===== src/rtl/mii_rx_framer_if.sv =====
// ---------------------------------------------------------------------
// mii_rx_framer_if : MII receive nibble pins plus received byte stream
// Rev 1.0
// ---------------------------------------------------------------------
`default_nettype none

interface mii_rx_framer_if;
  logic [3:0]  phy_rxd;
  logic        phy_rxctl;
  logic [7:0]  rx_data;
  logic        rx_valid;
  logic        rx_last;
  logic        rx_err;
  logic [15:0] rx_frame_cnt;
  logic [15:0] rx_err_cnt;

  modport master (
    input  phy_rxd, phy_rxctl,
    output rx_data, rx_valid, rx_last, rx_err, rx_frame_cnt, rx_err_cnt
  );

  modport slave (
    output phy_rxd, phy_rxctl,
    input  rx_data, rx_valid, rx_last, rx_err, rx_frame_cnt, rx_err_cnt
  );
endinterface

`default_nettype wire


===== src/rtl/mii_rx_framer.sv =====
// ---------------------------------------------------------------------
// mii_rx_framer : MII receive framer, strips preamble/SFD, emits bytes
//                 with FCS, length and alignment error flag.
// Rev 1.0
// ---------------------------------------------------------------------
`default_nettype none

module mii_rx_framer #(
  parameter int MIN_FRAME_BYTES = 64,
  parameter int MAX_FRAME_BYTES = 1518
) (
  input  wire logic           clk,
  input  wire logic           rst,
  mii_rx_framer_if.master     bus
);

  localparam int          CNT_W     = $clog2(MAX_FRAME_BYTES + 2);
  localparam logic [31:0] CRC_INIT  = 32'hFFFF_FFFF;
  localparam logic [31:0] CRC_POLY  = 32'hEDB8_8320;
  localparam logic [31:0] CRC_GOOD  = 32'hDEBB_20E3;

  localparam logic [1:0] ST_IDLE     = 2'd0;
  localparam logic [1:0] ST_PREAMBLE = 2'd1;
  localparam logic [1:0] ST_DATA     = 2'd2;
  localparam logic [1:0] ST_DROP     = 2'd3;

  function automatic logic [31:0] crc_byte(input logic [31:0] crc_in, input logic [7:0] b);
    logic [31:0] c;
    c = crc_in ^ {24'h0, b};
    for (int i = 0; i < 8; i++) begin
      c = c[0] ? ((c >> 1) ^ CRC_POLY) : (c >> 1);
    end
    return c;
  endfunction

  function automatic logic [15:0] sat_inc(input logic [15:0] v);
    return (v == 16'hFFFF) ? v : v + 16'd1;
  endfunction

  logic [3:0]       rxd_q;
  logic             rxctl_q;
  logic [1:0]       state_q, state_d;
  logic             phase_q, phase_d;
  logic [3:0]       lo_q, lo_d;
  logic [7:0]       held_q, held_d;
  logic             held_vld_q, held_vld_d;
  logic [CNT_W-1:0] byte_cnt_q, byte_cnt_d;
  logic [31:0]      crc_q, crc_d;
  logic [7:0]       rx_data_q, rx_data_d;
  logic             rx_valid_q, rx_valid_d;
  logic             rx_last_q, rx_last_d;
  logic             rx_err_q, rx_err_d;
  logic [15:0]      frame_cnt_q, frame_cnt_d;
  logic [15:0]      err_cnt_q, err_cnt_d;

  logic       in_data;
  logic       byte_done;
  logic       oversize;
  logic       frame_end;
  logic       end_err;
  logic       sfd_seen;
  logic [7:0] new_byte;

  assign in_data   = (state_q == ST_DATA);
  assign byte_done = in_data && rxctl_q && phase_q;
  assign oversize  = byte_done && (byte_cnt_q == CNT_W'(MAX_FRAME_BYTES));
  assign frame_end = in_data && !rxctl_q;
  assign sfd_seen  = (state_q == ST_PREAMBLE) && rxctl_q && (rxd_q == 4'hD);
  assign new_byte  = {rxd_q, lo_q};
  // The CRC register already covers the held byte, so it is checked as-is at end of frame.
  assign end_err   = (crc_q != CRC_GOOD) || phase_q || (byte_cnt_q < CNT_W'(MIN_FRAME_BYTES));

  always_ff @(posedge clk) begin
    if (rst) begin
      rxd_q       <= 4'h0;
      rxctl_q     <= 1'b0;
      state_q     <= ST_IDLE;
      phase_q     <= 1'b0;
      lo_q        <= 4'h0;
      held_q      <= 8'h00;
      held_vld_q  <= 1'b0;
      byte_cnt_q  <= '0;
      crc_q       <= CRC_INIT;
      rx_data_q   <= 8'h00;
      rx_valid_q  <= 1'b0;
      rx_last_q   <= 1'b0;
      rx_err_q    <= 1'b0;
      frame_cnt_q <= 16'h0000;
      err_cnt_q   <= 16'h0000;
    end else begin
      rxd_q       <= bus.phy_rxd;
      rxctl_q     <= bus.phy_rxctl;
      state_q     <= state_d;
      phase_q     <= phase_d;
      lo_q        <= lo_d;
      held_q      <= held_d;
      held_vld_q  <= held_vld_d;
      byte_cnt_q  <= byte_cnt_d;
      crc_q       <= crc_d;
      rx_data_q   <= rx_data_d;
      rx_valid_q  <= rx_valid_d;
      rx_last_q   <= rx_last_d;
      rx_err_q    <= rx_err_d;
      frame_cnt_q <= frame_cnt_d;
      err_cnt_q   <= err_cnt_d;
    end
  end

  always_comb begin
    state_d = state_q;
    case (state_q)
      ST_IDLE: begin
        if (rxctl_q) state_d = ST_PREAMBLE;
      end
      ST_PREAMBLE: begin
        if (!rxctl_q)            state_d = ST_IDLE;
        else if (rxd_q == 4'h5)  state_d = ST_PREAMBLE;
        else if (rxd_q == 4'hD)  state_d = ST_DATA;
        else                     state_d = ST_DROP;
      end
      ST_DATA: begin
        if (!rxctl_q)     state_d = ST_IDLE;
        else if (oversize) state_d = ST_DROP;
      end
      ST_DROP: begin
        if (!rxctl_q) state_d = ST_IDLE;
      end
      default: state_d = ST_IDLE;
    endcase
  end

  always_comb begin
    phase_d     = phase_q;
    lo_d        = lo_q;
    held_d      = held_q;
    held_vld_d  = held_vld_q;
    byte_cnt_d  = byte_cnt_q;
    crc_d       = crc_q;
    rx_data_d   = rx_data_q;
    rx_valid_d  = 1'b0;
    rx_last_d   = 1'b0;
    rx_err_d    = 1'b0;
    frame_cnt_d = frame_cnt_q;
    err_cnt_d   = err_cnt_q;

    if (sfd_seen) begin
      phase_d    = 1'b0;
      byte_cnt_d = '0;
      crc_d      = CRC_INIT;
      held_vld_d = 1'b0;
    end

    if (in_data && rxctl_q && !phase_q) begin
      lo_d    = rxd_q;
      phase_d = 1'b1;
    end

    if (byte_done) begin
      phase_d = 1'b0;
      if (oversize) begin
        rx_data_d  = held_q;
        rx_valid_d = 1'b1;
        rx_last_d  = 1'b1;
        rx_err_d   = 1'b1;
        err_cnt_d  = sat_inc(err_cnt_q);
        held_vld_d = 1'b0;
      end else begin
        if (held_vld_q) begin
          rx_data_d  = held_q;
          rx_valid_d = 1'b1;
        end
        held_d     = new_byte;
        held_vld_d = 1'b1;
        byte_cnt_d = byte_cnt_q + CNT_W'(1);
        crc_d      = crc_byte(crc_q, new_byte);
      end
    end

    // A frame with no completed byte still terminates from DATA and counts as bad.
    if (frame_end) begin
      held_vld_d = 1'b0;
      if (held_vld_q) begin
        rx_data_d  = held_q;
        rx_valid_d = 1'b1;
        rx_last_d  = 1'b1;
        rx_err_d   = end_err;
        if (end_err) err_cnt_d   = sat_inc(err_cnt_q);
        else         frame_cnt_d = sat_inc(frame_cnt_q);
      end else begin
        err_cnt_d = sat_inc(err_cnt_q);
      end
    end
  end

  assign bus.rx_data      = rx_data_q;
  assign bus.rx_valid     = rx_valid_q;
  assign bus.rx_last      = rx_last_q;
  assign bus.rx_err       = rx_err_q;
  assign bus.rx_frame_cnt = frame_cnt_q;
  assign bus.rx_err_cnt   = err_cnt_q;

endmodule

`default_nettype wire


===== src/flat_wrapper.sv =====
// flat-port wrapper written by rule: the top's interface ports become plain ports
module mii_rx_framer_flat 
#(
  parameter int MIN_FRAME_BYTES = 64,
  parameter int MAX_FRAME_BYTES = 1518
)
  (clk, rst, bus_phy_rxd, bus_phy_rxctl, bus_rx_data, bus_rx_valid, bus_rx_last, bus_rx_err, bus_rx_frame_cnt, bus_rx_err_cnt);
  mii_rx_framer_if bus_i ();
  input  wire logic clk;
  input  wire logic rst;
  input wire logic [$bits(bus_i.phy_rxd)-1:0] bus_phy_rxd;
  input wire logic [$bits(bus_i.phy_rxctl)-1:0] bus_phy_rxctl;
  output wire logic [$bits(bus_i.rx_data)-1:0] bus_rx_data;
  output wire logic [$bits(bus_i.rx_valid)-1:0] bus_rx_valid;
  output wire logic [$bits(bus_i.rx_last)-1:0] bus_rx_last;
  output wire logic [$bits(bus_i.rx_err)-1:0] bus_rx_err;
  output wire logic [$bits(bus_i.rx_frame_cnt)-1:0] bus_rx_frame_cnt;
  output wire logic [$bits(bus_i.rx_err_cnt)-1:0] bus_rx_err_cnt;
  assign bus_i.phy_rxd = bus_phy_rxd;
  assign bus_i.phy_rxctl = bus_phy_rxctl;
  assign bus_rx_data = bus_i.rx_data;
  assign bus_rx_valid = bus_i.rx_valid;
  assign bus_rx_last = bus_i.rx_last;
  assign bus_rx_err = bus_i.rx_err;
  assign bus_rx_frame_cnt = bus_i.rx_frame_cnt;
  assign bus_rx_err_cnt = bus_i.rx_err_cnt;
  mii_rx_framer #(.MIN_FRAME_BYTES(MIN_FRAME_BYTES), .MAX_FRAME_BYTES(MAX_FRAME_BYTES)) u_core (.clk(clk), .rst(rst), .bus(bus_i));
endmodule

===== config.mk =====
export PLATFORM = sky130hd
export DESIGN_NAME = mii_rx_framer_flat
export DESIGN_NICKNAME = d
export VERILOG_FILES = /design/src/rtl/mii_rx_framer_if.sv /design/src/rtl/mii_rx_framer.sv /design/src/flat_wrapper.sv
export SDC_FILE = /design/constraint.sdc
export NUM_CORES = 1
export LEC_CHECK = 0
export BUFFER_PORTS_ARGS = -buffer_cell sky130_fd_sc_hd__buf_2
export CAP_MARGIN = 10
export CORE_ASPECT_RATIO = 1.75
export CORE_MARGIN = 10
export CORE_UTILIZATION = 43
export DETAILED_ROUTE_END_ITERATION = 7
export GPL_TIMING_DRIVEN = 0
export PLACE_DENSITY = 0.71
export SLEW_MARGIN = 30
export SYNTH_ARGS = -nofsm -noshare
export SYNTH_HDL_FRONTEND = slang
export SYNTH_SLANG_ARGS = --single-unit

===== constraint.sdc =====
create_clock -name clk -period 3.05 [get_ports clk]
set_input_delay 0.915 -clock clk [delete_from_list [all_inputs] [get_ports clk]]
set_output_delay 0.915 -clock clk [all_outputs]
set_load 0.01 [all_outputs]

Yosys cells after proc, flatten, opt, wreduce, memory -nomap -nowiden
Cells that the tools add are included.
{"block": "word_totals", "register_bits": 107, "in_bits": 7, "out_inout_bits": 43, "wordCells": 110}
{"block": "op_classes", "add_sub_neg": 3, "n_lt_le_gt_ge": 1, "n_eq_ne": 12, "n_mux": 48, "bitwise_logic": 12, "n_reduce_logical": 19}
{"op": "$mux W32", "count": 11}
{"op": "$not A13 Y14", "count": 8}
{"op": "$mux W16", "count": 6}
{"op": "$mux W8", "count": 5}
{"op": "$mux W11", "count": 3}
{"op": "$add A16 B1 Y16 const B", "count": 2}
{"op": "$eq A16 B16 Y1 const B", "count": 2}
{"op": "$ne A32 B32 Y1 const B", "count": 1}
{"op": "$xor A32 B8 Y32", "count": 1}
{"op": "$mux W1", "count": 16}
{"op": "$mux W2", "count": 6}
{"op": "$add A11 B1 Y11 const B", "count": 1}
{"op": "$eq A11 B11 Y1 const B", "count": 1}
{"op": "$lt A11 B7 Y1 const B", "count": 1}
{"op": "$pmux W2 S4", "count": 1}
{"op": "$logic_and A1 B1 Y1", "count": 7}
{"op": "$eq A2 B2 Y1 const B", "count": 2}
{"op": "$eq A4 B3 Y1 const B", "count": 1}
{"op": "$eq A4 B4 Y1 const B", "count": 1}
{"op": "$reduce_and A4 Y1", "count": 1}
{"op": "$reduce_bool A2 Y1", "count": 2}
{"op": "$reduce_or A2 Y1", "count": 2}
{"op": "$ne A3 B3 Y1 const B", "count": 1}
{"op": "$not A1 Y1", "count": 3}
{"op": "8 further kinds", "count": 10}

Logic depth before layout (Yosys ltp)
Gate-level depths: netlist (run 1).
{"block": "depth", "ltp_word": 19, "ltp_mapped": 9, "depth_no_buf": 8}

Least setup slack after synthesis (run 1)
Ideal clock, no wire load.
{"block": "synth_timing", "path_kind": "input port to flip-flop", "start": "input port rst", "end": "register u_core.crc_q[24]", "setup_ns": 0.122, "arrival_ns": 1.896, "required_ns": 2.928, "path_slack_ns": 1.032, "path_stages": 4, "n_path_buf": 1, "cell_sequence": "clkbuf_1 -> nor2_1 -> nand2_1 -> o32a_1"}
{"item": "from (decl)", "line_no": "flat_wrapper.sv:10", "source": "input wire logic rst;"}
{"item": "to (signal assigned)", "line_no": "mii_rx_framer.sv:99", "source": "crc_q <= crc_d;"}
{"item": "to (decl)", "line_no": "mii_rx_framer.sv:48", "source": "logic [31:0] crc_q, crc_d;"}

Final worst setup path (run 1)
{"block": "layout_timing", "start": "register u_core.byte_cnt_q[1]", "end": "register u_core.err_cnt_q[11] (netlist: u_core.bus.rx_err_cnt[11])"}
{"block": "layout_via", "elab_chain_len": 7, "elab_cells_between_ends": 9, "classes_between": "order compare (1); eq/ne (1); mux (5); reduce/logical (2)"}
{"item": "from (decl)", "line_no": "mii_rx_framer.sv:47", "source": "logic [CNT_W-1:0] byte_cnt_q, byte_cnt_d;"}
{"item": "from (signal assigned)", "line_no": "mii_rx_framer.sv:98", "source": "byte_cnt_q <= byte_cnt_d;"}
{"item": "branches (longest 6 deep; another with $lt A11 B7 Y1)"}
{"item": "$mux W16 (*)", "line_no": "mii_rx_framer.sv:180", "source": "if (frame_end) begin"}
{"item": "to (signal assigned)", "line_no": "mii_rx_framer.sv:105", "source": "err_cnt_q <= err_cnt_d;"}
{"item": "to (decl)", "line_no": "mii_rx_framer.sv:54", "source": "logic [15:0] err_cnt_q, err_cnt_d;"}
Mark *: on every way between the ends.
A chain may end at the register's enable or synchronous reset.

==> run_summary.xml, run 1 <==
<?xml version="1.0" encoding="UTF-8"?>
<metrics>
  <group name="clocking">
    <metric name="cts_tree" unit="">done</metric>
    <metric name="clk_pin_slew_worst_paths" unit="ns">0.08</metric>
    <metric name="clk_lat_worst_skew" unit="ns">0.35</metric>
    <metric name="post_cts_buffers" unit="">0</metric>
    <metric name="cts-hold-fix-buffers" unit="">0</metric>
    <metric name="htreeDepth" unit="">3</metric>
    <metric name="cts_inserted_buffers" unit="">9</metric>
    <metric name="cts_root_buffer" unit="">clkbuf_16</metric>
    <metric name="ctsLongestPathBuffers" unit="">2</metric>
    <metric name="cts_resized" unit="">0</metric>
    <metric name="clock-sinks" unit="">107</metric>
  </group>
  <group name="floorplanning">
    <metric name="design.portCount" unit="">50</metric>
    <metric name="coreArea" unit="sq um">11900</metric>
    <metric name="fp-row-count" unit="">53</metric>
    <metric name="chipHeight" unit="um">165</metric>
    <metric name="dieWidth" unit="um">103</metric>
    <metric name="die-area" unit="sq um">17000</metric>
    <metric name="initial_utilization" unit="%">43.4</metric>
  </group>
  <group name="setup_path">
    <metric name="critical_path.max_stage_delay" unit="ns">0.73</metric>
    <metric name="startpoint_type" unit="">flip-flop</metric>
    <metric name="timing.critical_path.arrival" unit="ns">2.78</metric>
    <metric name="crit_path_cell_trace" unit="">ha_1, nand4bb_1, nor4_1, nor2_1, buf_2, nor4_2, xnor2_1, nor2_1</metric>
    <metric name="setup.worst_path.end_class" unit="">flip-flop</metric>
    <metric name="critical_path_class" unit="">reg2reg</metric>
    <metric name="critical_path_required" unit="ns">3.27</metric>
    <metric name="crit_path_frequent_cell" unit="">nor2_1</metric>
    <metric name="cpMaxStageDelayCell" unit="">nor4_1</metric>
    <metric name="path_max_fanout" unit="">10</metric>
  </group>
  <group name="yosys">
    <metric name="ys_types" unit="">57</metric>
    <metric name="synth-edff-count" unit="">0</metric>
    <metric name="syn-cell-area" unit="sq um">5180</metric>
    <metric name="avgSynthCellArea" unit="sq um">9.07</metric>
    <metric name="yosys_most_used_dff" unit="">dfxtp_1</metric>
    <metric name="seq_area_frac_synth" unit="%">41.3</metric>
    <metric name="postSynth.asyncResetShare" unit="%">0</metric>
    <metric name="syn-num-nets" unit="">582</metric>
    <metric name="synth_largest_area_cell" unit="">dfxtp_1</metric>
    <metric name="netlist_instances" unit="">571</metric>
    <metric name="synth_top_cells_by_area" unit="">dfxtp_1, xnor2_1, xor2_1</metric>
    <metric name="yosys_warnings" unit="">0</metric>
    <metric name="netlist.area_leader.share" unit="%">41.3</metric>
    <metric name="yosys_register_bits" unit="">107</metric>
  </group>
  <group name="routing">
    <metric name="route.detailed.wl_per_inst" unit="um">17.4</metric>
    <metric name="route.detailed.drc" unit="">0</metric>
    <metric name="postRouteAntennaNets" unit="">0</metric>
    <metric name="starting_drc_count_in_detailed_routing" unit="">239</metric>
    <metric name="route.detailed.vias_per_inst" unit="">5.59</metric>
    <metric name="postRouteWirelength" unit="um">13400</metric>
    <metric name="drt_first_pass_iters" unit="">4</metric>
    <metric name="detailroute.via_count" unit="">4312</metric>
  </group>
  <group name="finish">
    <metric name="final_net_count" unit="">641</metric>
    <metric name="area_growth_syn_to_layout" unit="%">13.7</metric>
    <metric name="count_of_antenna_diodes_in_the_layout" unit="">0</metric>
    <metric name="drive_above_1_share" unit="%">15.4</metric>
  </group>
  <group name="timing">
    <metric name="timing.max_slew.rel_slack" unit="%">46.1</metric>
    <metric name="timing.final.hold_violations" unit="">0</metric>
    <metric name="part_of_the_cycle_the_worst_path_needs" unit="%">83.9</metric>
    <metric name="fin_setup_tns" unit="ns">0</metric>
    <metric name="setup_ws" unit="ns">0.491</metric>
    <metric name="period_minus_slack" unit="ns">2.56</metric>
    <metric name="rsz0062_at_grt" unit="">no</metric>
    <metric name="timing_max_transition_violations_final" unit="">0</metric>
    <metric name="worst_slew_pin_tran" unit="ns">0.803</metric>
    <metric name="max_clock_freq" unit="MHz">391</metric>
    <metric name="final-setup-viol-count" unit="">0</metric>
    <metric name="timing.clock.skew" unit="ns">0.0117</metric>
  </group>
  <group name="place">
    <metric name="dp_hpwl" unit="um">10200</metric>
    <metric name="io_buffer_count" unit="">48</metric>
    <metric name="placement.setup.worst_slack" unit="ns">0.493</metric>
    <metric name="place.gp.congestion" unit="">0.924</metric>
  </group>
  <group name="grt">
    <metric name="grtUsageTotal" unit="%">16.0</metric>
    <metric name="globalRoute.totalOverflow" unit="">0</metric>
    <metric name="antenna_found_initial" unit="">0</metric>
    <metric name="first_global_vias" unit="">4398</metric>
    <metric name="global_route.peak_usage_layer" unit="">met2</metric>
    <metric name="grt_util_met2" unit="%">28.8</metric>
    <metric name="grtUsageMet3" unit="%">4.00</metric>
    <metric name="met1_capacity_usage_during_global_routing" unit="%">16.0</metric>
    <metric name="first_pass_grt_wire_length" unit="um">21700</metric>
    <metric name="largest_net_degree_at_the_start_of_global_routing" unit="">20</metric>
  </group>
  <group name="pwr">
    <metric name="leakagePower" unit="nW">2.22</metric>
    <metric name="worst_ir_drop_vdd" unit="uV">265</metric>
    <metric name="power.density" unit="nW/um^2">458</metric>
  </group>
  <group name="run">
    <metric name="max-cap-violations" unit="">0</metric>
  </group>
  <group name="min_path">
    <metric name="hp-class" unit="">reg2reg</metric>
  </group>
  <group name="run_status">
    <metric name="status" unit="">finished, final reports clean</metric>
  </group>
</metrics>
final timing paths:
check	start	endpoint	slack, ns	cells after the start
worst max-delay path	u_core.byte_cnt_q[1]	u_core.bus.rx_err_cnt[11]	0.49	8
worst min-delay path	u_core.held_q[2]	u_core.held_q[2]	0.46	2
worst max register to register	u_core.byte_cnt_q[1]	u_core.bus.rx_err_cnt[11]	0.49	8
worst min register to register	u_core.held_q[2]	u_core.held_q[2]	0.46	2
per-stage QoR:
step	instances	hold WS (ns)	total power (W)	util, %	area [sq um]
2_1_floorplan	571	0.436	0.00154	-	5180
3_3_place_gp	756	0.442	0.00157	46.9	5590
3_5_place_dp	756	0.458	0.00157	46.9	5590
4_1_cts	772	0.468	0.00272	49.4	5890
5_1_grt	772	0.483	0.00277	49.4	5890
6_report	772	0.465	0.00270	49.4	5890
worst max-delay path: cells and delay by family, from the launching register on:
kind / cells / cell delay (ns)
adder cells (fa/ha/maj): 1 / 0.20
XOR/XNOR: 1 / 0.16
flip-flops: 1 / 0.43
AND/OR/NAND/NOR: 5 / 1.40
buffers and inverters: 1 / 0.25
Yosys cell counts (5+ instances only):
cell and number:
buf_2 5, xnor2_2 8, dfxtp_1 107, mux2i_1 13
nor3_1 15, nor4_2 6, nor2b_1 9, o21ai_0 8
a21oi_1 27, o211ai_1 8, nor2_1 69, o21bai_1 6
inv_1 8, nand4_1 10, nand3_1 26, clkbuf_1 15
xnor2_1 55, nand2_1 50, and3_1 14, buf_1 5
a2bb2oi_1 8, xor2_1 31
placed cells by master, fill, tap and decap left out, drive strengths merged, types with 13 or more instances in the layout:
cell    count
a21oi      28
and3       14
buf        59
clkbuf     25
dfxtp     107
mux2i      13
nand2      50
nand3      27
nor2       69
nor3       17
xnor2      63
xor2       32
layer usage:
metal,wire length (um),up-vias
met1,5010,2049
met2,7170,109
met4,658,0
met5,0,-
met3,576,44
li1,-,2110
registers in the layout, indices dropped and copies added, names as in the netlist:
register and count:
u_core.crc_q 32, u_core.bus.rx_err_cnt 16, u_core.bus.rx_frame_cnt 16, u_core.byte_cnt_q 11, u_core.bus.rx_data 8, u_core.held_q 8
u_core.lo_q 4, u_core.rxd_q 4, u_core.state_q 2, u_core.bus.rx_err 1, u_core.bus.rx_last 1, u_core.bus.rx_valid 1
u_core.held_vld_q 1, u_core.phase_q 1, u_core.rxctl_q 1
power breakdown:
part           total (W)  switching, W  internal, W
logic           0.000133     0.0000809    0.0000517
registers        0.00141    0.00000833      0.00140
clock network    0.00115      0.000562     0.000592
total            0.00270      0.000651      0.00204
kinds of logic (layout without fill, tap and decap cells):
| kind of cell | after synthesis | after routing | share of synthesized area [%] |
|---|---|---|---|
| simple gates | 240 | 240 | 24.6 |
| compound gates | 77 | 77 | 10.4 |
| xor+xnor | 95 | 95 | 17.4 |
| fa+ha+maj | 4 | 4 | 0.966 |
| flops | 107 | 107 | 41.3 |
| buf+inv | 34 | 98 | 2.66 |
| mux | 14 | 14 | 2.73 |
cell type report:
cell class                 instances  area [sq um]
fill                            1111          6050
multi-input combinational        430          2900
sequential                       107          2140
timing repair buffer              48           240
clock buffer                      10           239
tap                              137           171
buffer                            26           108
clock inverter                     6          58.8
inverter                           8          30.0
Note: power is estimated with default switching activity, not from simulation.
==> run 2: changes to the inputs <==
- ABC_AREA: not set -> 1
- clock period: 3.05 -> 2.6 ns (I/O delays scaled with it)
==> run 2 against run 1 <==
Non-clock buffer count fell by 6. Setup slack got worse by 0.14 ns. Flip-flop and latch count did not move.
==> run_summary.xml, run 2 <==
<?xml version="1.0" encoding="UTF-8"?>
<metrics>
  <group name="finish">
    <metric name="mostFrequentLayoutCells" unit="">nand2_1, dfxtp_1, nor2_1</metric>
    <metric name="utilization" unit="%">49.6</metric>
    <metric name="regMostFlops" unit="">u_core.crc_q</metric>
    <metric name="finalNonFillerCells" unit="">1085</metric>
    <metric name="drive_above_1_share" unit="%">13.5</metric>
    <metric name="area_growth_syn_to_layout" unit="%">12.6</metric>
    <metric name="count_of_antenna_diodes_in_the_layout" unit="">0</metric>
    <metric name="leading_cell_type_in_the_layout_fill_and_taps_excluded" unit="">nand2_1</metric>
    <metric name="final_net_count" unit="">917</metric>
    <metric name="largest_register_ff_count" unit="">32</metric>
  </group>
  <group name="yosys">
    <metric name="yosys_warnings" unit="">0</metric>
    <metric name="synth_commonest_cells" unit="">nand2_1, dfxtp_1, nor2_1</metric>
    <metric name="avgSynthCellArea" unit="sq um">7.03</metric>
    <metric name="seq_area_frac_synth" unit="%">36.0</metric>
    <metric name="yosys_register_bits" unit="">107</metric>
    <metric name="synth.most_common_cell" unit="">nand2_1</metric>
    <metric name="netlist_instances" unit="">847</metric>
    <metric name="syn-cell-area" unit="sq um">5950</metric>
    <metric name="synth-edff-count" unit="">0</metric>
    <metric name="ys_types" unit="">49</metric>
    <metric name="synth_top_cells_by_area" unit="">dfxtp_1, nand2_1, xor2_1</metric>
    <metric name="synth_largest_area_cell" unit="">dfxtp_1</metric>
    <metric name="syn-num-nets" unit="">858</metric>
    <metric name="netlist.area_leader.share" unit="%">36.0</metric>
    <metric name="yosys_most_used_dff" unit="">dfxtp_1</metric>
    <metric name="postSynth.asyncResetShare" unit="%">0</metric>
  </group>
  <group name="place">
    <metric name="dp.cells" unit="">1069</metric>
    <metric name="dp_hpwl" unit="um">13400</metric>
    <metric name="placement.setup.worst_slack" unit="ns">-0.0209</metric>
    <metric name="place.gp.congestion" unit="">0.966</metric>
    <metric name="io_buffer_count" unit="">48</metric>
  </group>
  <group name="clocking">
    <metric name="cts_inserted_buffers" unit="">9</metric>
    <metric name="cts-hold-fix-buffers" unit="">0</metric>
    <metric name="post_cts_buffers" unit="">0</metric>
    <metric name="htreeDepth" unit="">3</metric>
    <metric name="ctsLongestPathBuffers" unit="">2</metric>
    <metric name="clk_lat_worst_skew" unit="ns">0.36</metric>
    <metric name="cts_resized" unit="">0</metric>
    <metric name="clock-sinks" unit="">107</metric>
    <metric name="cts_tree" unit="">done</metric>
    <metric name="clk_pin_slew_worst_paths" unit="ns">0.07</metric>
    <metric name="cts_root_buffer" unit="">clkbuf_16</metric>
  </group>
  <group name="floorplanning">
    <metric name="dieWidth" unit="um">109</metric>
    <metric name="die-area" unit="sq um">19100</metric>
    <metric name="coreArea" unit="sq um">13500</metric>
    <metric name="fp-row-count" unit="">56</metric>
    <metric name="chipHeight" unit="um">176</metric>
    <metric name="initial_utilization" unit="%">44.0</metric>
    <metric name="design.portCount" unit="">50</metric>
  </group>
  <group name="timing">
    <metric name="final.hold.worst_slack" unit="ns">0.474</metric>
    <metric name="timing.max_slew.rel_slack" unit="%">47.4</metric>
    <metric name="rsz0062_at_grt" unit="">no</metric>
    <metric name="period_minus_slack" unit="ns">2.25</metric>
    <metric name="timing.final.hold_violations" unit="">0</metric>
    <metric name="timing_max_transition_violations_final" unit="">0</metric>
    <metric name="setup_ws" unit="ns">0.351</metric>
    <metric name="final-setup-viol-count" unit="">0</metric>
    <metric name="max_clock_freq" unit="MHz">445</metric>
    <metric name="worst_slew_pin_tran" unit="ns">0.786</metric>
    <metric name="fin_setup_tns" unit="ns">0</metric>
    <metric name="timing.clock.skew" unit="ns">0.00915</metric>
    <metric name="part_of_the_cycle_the_worst_path_needs" unit="%">86.5</metric>
  </group>
  <group name="setup_path">
    <metric name="critical_path.startpoint" unit="">rst</metric>
    <metric name="critical_path_required" unit="ns">2.85</metric>
    <metric name="path_max_fanout" unit="">10</metric>
    <metric name="timing.critical_path.arrival" unit="ns">2.50</metric>
    <metric name="register_to_register_path_setup_slack" unit="ns">0.37</metric>
    <metric name="startpoint_type" unit="">input pin</metric>
    <metric name="worstReg2RegStart" unit="">u_core.rxd_q[2]</metric>
    <metric name="critical_path_class" unit="">in2reg</metric>
    <metric name="setup.worst_path.end_class" unit="">flip-flop</metric>
  </group>
  <group name="routing">
    <metric name="route.detailed.drc" unit="">0</metric>
    <metric name="starting_drc_count_in_detailed_routing" unit="">309</metric>
    <metric name="route.detailed.vias_per_inst" unit="">5.28</metric>
    <metric name="postRouteWirelength" unit="um">17200</metric>
    <metric name="route.detailed.wl_per_inst" unit="um">15.8</metric>
    <metric name="postRouteAntennaNets" unit="">0</metric>
    <metric name="drt_first_pass_iters" unit="">5</metric>
    <metric name="detailroute.via_count" unit="">5724</metric>
  </group>
  <group name="pwr">
    <metric name="worst_ir_drop_vdd" unit="uV">251</metric>
    <metric name="power.density" unit="nW/um^2">483</metric>
    <metric name="leakagePower" unit="nW">2.91</metric>
  </group>
  <group name="grt">
    <metric name="first_pass_grt_wire_length" unit="um">27500</metric>
    <metric name="grtUsageTotal" unit="%">18.2</metric>
    <metric name="antenna_found_initial" unit="">0</metric>
    <metric name="first_global_vias" unit="">5568</metric>
    <metric name="largest_net_degree_at_the_start_of_global_routing" unit="">18</metric>
    <metric name="globalRoute.totalOverflow" unit="">0</metric>
  </group>
  <group name="min_path">
    <metric name="hold_path.startpoint" unit="">u_core.crc_q[13]</metric>
    <metric name="hp-class" unit="">reg2reg</metric>
  </group>
  <group name="run">
    <metric name="max-cap-violations" unit="">0</metric>
  </group>
  <group name="run_status">
    <metric name="status" unit="">finished, final reports clean</metric>
  </group>
</metrics>
## run 2: changes by cell type in the layout (fill, tap and decap cells not counted), moves of 11 or more
cell     before  now
xor2_1       31   43
nand3_1      26   48
a21oi_1      27   61
mux2i_1      13    0
o21ai_0       8   53
nand2_1      50  175
xnor2_1      55   12
inv_1         8   97
nor2_1       69   98
nand4_1      10   21
and3_1       14    1
## run 2: cell families after synthesis
kind of cell    count (synthesis)  synth area share [%]
flops                         107                  36.0
compound gates                142                  12.8
simple gates                  407                  31.6
fa+ha+maj                       4                 0.841
xor+xnor                       61                  10.3
buf+inv                       126                  8.41
## run 2: power by group
group / switching (W) / internal, W / leakage, nW
sequential: 0.00000986 / 0.00164 / 0.864
clock: 0.000663 / 0.000755 / 0.141
combinational: 0.000115 / 0.0000498 / 1.90
total: 0.000788 / 0.00245 / 2.91
## run 2: worst paths after layout
check / to / cells past startpoint
min reg2reg: u_core.crc_q[13] / 2
max reg2reg: u_core.crc_q[14] / 7
max: u_core.crc_q[14] / 6
min: u_core.crc_q[13] / 2
## run 2: layout make-up
cell class | count | area [sq um]
Tap cell | 174 | 218
Buffer | 20 | 103
Sequential cell | 107 | 2140
Clock buffer | 11 | 233
Timing Repair Buffer | 48 | 240
Multi-Input combinational cell | 614 | 3310
Fill cell | 1400 | 6820
Inverter | 106 | 398
Clock inverter | 5 | 60.1
## run 2: stage by stage
step                      power [W]  instance area (sq um)
final                       0.00324                   6700
after global routing        0.00332                   6700
after CTS                   0.00323                   6700
after detailed placement    0.00185                   6410
after global placement      0.00185                   6410
after floorplan             0.00181                   5950
## run 2: per-layer routing
metal,routed length [um],GRT usage [%],part of all wire (%)
met1,6120,16.7,36
met2,9410,34.8,55
met3,769,2.86,4.5
met4,889,11.7,5.2
met5,0,0,0
## run 2: worst max-delay path, cell delays in order
cell      delay, ns
clkbuf_1       0.20
nor2_1         0.67
inv_1          0.30
buf_2          0.31
a21oi_1        0.16
o21ai_1        0.08
==> run 3: changes to the inputs <==
- CORE_UTILIZATION: 43 -> 60
- PLACE_DENSITY: 0.71 -> 0.9
==> run 3 against run 2 <==
Sequential share of layout area rose by 0.28 points. Fmax up 1.8%. Die area shrank 24%. Core utilization rose by 18 points. Total power shrank 1.4%. Worst hold slack better by 0.0072 ns. Design area is 0.88% lower. Clock skew increased by 0.0013 ns. Register-to-register slack better by 0.03 ns. Combinational power is essentially flat. Clock-buffer cell count shrank 2. Critical path type unchanged.
==> run_summary.xml, run 3 (synthesis results as in run 2) <==
<?xml version="1.0" encoding="UTF-8"?>
<metrics>
  <group name="setup_path">
    <metric name="cpMaxStageDelayCell" unit="">nor2_1</metric>
    <metric name="end_point_of_the_critical_path" unit="">u_core.crc_q[22]</metric>
    <metric name="critical_path_required" unit="ns">2.84</metric>
    <metric name="timing.critical_path.arrival" unit="ns">2.45</metric>
    <metric name="setup.worst_path.end_class" unit="">flip-flop</metric>
    <metric name="worst_path_dominant_cell_family" unit="">buffers and inverters</metric>
    <metric name="critical_path_class" unit="">in2reg</metric>
    <metric name="register_to_register_path_setup_slack" unit="ns">0.40</metric>
    <metric name="critical_path.max_stage_delay" unit="ns">0.67</metric>
    <metric name="critical_path.startpoint" unit="">rst</metric>
    <metric name="reg2reg_depth" unit="">7</metric>
    <metric name="critPathBufInv" unit="">3</metric>
    <metric name="worst_r2r_endpoint" unit="">u_core.crc_q[22]</metric>
    <metric name="critical_path_cell_count" unit="">6</metric>
    <metric name="crit_path_cell_trace" unit="">clkbuf_1, nor2_1, inv_1, buf_2, a21oi_1, o21ai_0</metric>
    <metric name="worstReg2RegStart" unit="">u_core.rxd_q[2]</metric>
    <metric name="startpoint_type" unit="">input pin</metric>
    <metric name="path_max_fanout" unit="">10</metric>
  </group>
  <group name="place">
    <metric name="dp.cells" unit="">1020</metric>
    <metric name="placement.setup.worst_slack" unit="ns">0.0825</metric>
    <metric name="io_buffer_count" unit="">48</metric>
    <metric name="dp_hpwl" unit="um">12600</metric>
    <metric name="place.gp.congestion" unit="">0.972</metric>
  </group>
  <group name="pwr">
    <metric name="worst_ir_drop_vdd" unit="uV">365</metric>
    <metric name="leakagePower" unit="nW">2.91</metric>
    <metric name="power.density" unit="nW/um^2">480</metric>
  </group>
  <group name="finish">
    <metric name="multi_input_area" unit="sq um">3310</metric>
    <metric name="register_area" unit="sq um">2140</metric>
    <metric name="mostFrequentLayoutCells" unit="">nand2_1, dfxtp_1, nor2_1</metric>
    <metric name="largest_register_ff_count" unit="">32</metric>
    <metric name="leading_cell_type_in_the_layout_fill_and_taps_excluded" unit="">nand2_1</metric>
    <metric name="finalNonFillerCells" unit="">1036</metric>
    <metric name="fillCellCount" unit="">833</metric>
    <metric name="area_growth_syn_to_layout" unit="%">11.6</metric>
    <metric name="count_of_antenna_diodes_in_the_layout" unit="">0</metric>
    <metric name="drive_above_1_share" unit="%">13.7</metric>
    <metric name="final_net_count" unit="">917</metric>
    <metric name="regMostFlops" unit="">u_core.crc_q</metric>
  </group>
  <group name="timing">
    <metric name="final-setup-viol-count" unit="">0</metric>
    <metric name="final.hold.worst_slack" unit="ns">0.481</metric>
    <metric name="fin_setup_tns" unit="ns">0</metric>
    <metric name="period_minus_slack" unit="ns">2.21</metric>
    <metric name="timing.clock.skew" unit="ns">0.0105</metric>
    <metric name="max_clock_freq" unit="MHz">453</metric>
    <metric name="timing.final.hold_violations" unit="">0</metric>
    <metric name="part_of_the_cycle_the_worst_path_needs" unit="%">84.9</metric>
    <metric name="worst_slew_pin_tran" unit="ns">0.784</metric>
    <metric name="timing_max_transition_violations_final" unit="">0</metric>
    <metric name="rsz0062_at_grt" unit="">no</metric>
    <metric name="timing.max_slew.rel_slack" unit="%">47.5</metric>
    <metric name="setup_ws" unit="ns">0.391</metric>
  </group>
  <group name="routing">
    <metric name="route.detailed.vias_per_inst" unit="">5.74</metric>
    <metric name="route.detailed.wl_per_inst" unit="um">16.5</metric>
    <metric name="postRouteWirelength" unit="um">17000</metric>
    <metric name="detailroute.via_count" unit="">5948</metric>
    <metric name="starting_drc_count_in_detailed_routing" unit="">514</metric>
    <metric name="drt_first_pass_iters" unit="">5</metric>
    <metric name="route.detailed.drc" unit="">0</metric>
    <metric name="postRouteAntennaNets" unit="">0</metric>
  </group>
  <group name="clocking">
    <metric name="clock-sinks" unit="">107</metric>
    <metric name="htreeDepth" unit="">3</metric>
    <metric name="clk_pin_slew_worst_paths" unit="ns">0.07</metric>
    <metric name="cts_resized" unit="">0</metric>
    <metric name="ctsLongestPathBuffers" unit="">2</metric>
    <metric name="cts_tree" unit="">done</metric>
    <metric name="post_cts_buffers" unit="">0</metric>
    <metric name="cts_inserted_buffers" unit="">9</metric>
    <metric name="cts-hold-fix-buffers" unit="">0</metric>
    <metric name="cts_root_buffer" unit="">clkbuf_16</metric>
    <metric name="clk_lat_worst_skew" unit="ns">0.36</metric>
  </group>
  <group name="floorplanning">
    <metric name="chipHeight" unit="um">152</metric>
    <metric name="initial_utilization" unit="%">60.8</metric>
    <metric name="design.portCount" unit="">50</metric>
    <metric name="coreArea" unit="sq um">9790</metric>
    <metric name="fp-row-count" unit="">48</metric>
    <metric name="die-area" unit="sq um">14500</metric>
    <metric name="dieWidth" unit="um">95.3</metric>
  </group>
  <group name="grt">
    <metric name="antenna_found_initial" unit="">0</metric>
    <metric name="first_pass_grt_wire_length" unit="um">27000</metric>
    <metric name="globalRoute.totalOverflow" unit="">0</metric>
    <metric name="grtUsageTotal" unit="%">23.7</metric>
    <metric name="largest_net_degree_at_the_start_of_global_routing" unit="">21</metric>
    <metric name="first_global_vias" unit="">5672</metric>
  </group>
  <group name="run">
    <metric name="max-cap-violations" unit="">0</metric>
  </group>
  <group name="min_path">
    <metric name="hp-class" unit="">reg2reg</metric>
  </group>
  <group name="run_status">
    <metric name="status" unit="">finished, final reports clean</metric>
  </group>
</metrics>
==> run 3: cell types whose count changed in the layout (fill, tap and decap cells not counted), sizes merged <==
cell and change:
clkbuf -2, inv +2, bufinv -1, clkinv +1
==> run 3: worst min path at each step <==
stage	to	start	depth (start not counted)	slack [ns]
after floorplan	u_core.crc_q[13]	u_core.crc_q[13]	2	0.44
after global placement	u_core.crc_q[13]	u_core.crc_q[13]	2	0.45
after detailed placement	u_core.crc_q[13]	u_core.crc_q[13]	2	0.47
after CTS	u_core.crc_q[25]	u_core.crc_q[25]	2	0.48
after global routing	u_core.byte_cnt_q[10]	u_core.byte_cnt_q[10]	2	0.52
final	u_core.crc_q[25]	u_core.crc_q[25]	2	0.48
==> run 3: power by group <==
| group | leakage (nW) | total, W | internal (W) | switching, W |
|---|---|---|---|---|
| sequential | 0.864 | 0.00165 | 0.00164 | 0.0000101 |
| clock | 0.142 | 0.00137 | 0.000678 | 0.000695 |
| combinational | 1.90 | 0.000164 | 0.0000498 | 0.000114 |
==> run 3: stage by stage <==
stage          cell area [sq um]  power (W)  util, %
4_1_cts                     6640    0.00318     67.9
5_1_grt                     6640    0.00328     67.9
3_5_place_dp                6350    0.00185     64.8
3_3_place_gp                6350    0.00185     64.8
6_report                    6640    0.00319     67.9
2_1_floorplan               5950    0.00181        -
==> run 3: layout make-up <==
class / instances / area share (%)
Buffer: 20 / 1.54
Timing Repair Buffer: 48 / 3.62
Multi-Input combinational cell: 614 / 49.8
Clock buffer: 9 / 3.39
Tap cell: 125 / 2.35
Inverter: 106 / 5.99
Clock inverter: 7 / 1.05
Sequential cell: 107 / 32.2
==> run 3: worst min-delay path: cells and delay by family, from the launching register on <==
family	cells	cell delay, ns
DFF	1	0.34
AOI/OAI and AO/OA	2	0.12
==> run 3: layer usage <==
layer  vias up  global-route usage [%]  share of wire, %
li1       2858                       -                 -
met1      2728                    22.1                34
met2       260                    42.8                51
met3       102                    4.54               6.9
met4         0                    20.0               7.9
met5         -                       0                 0
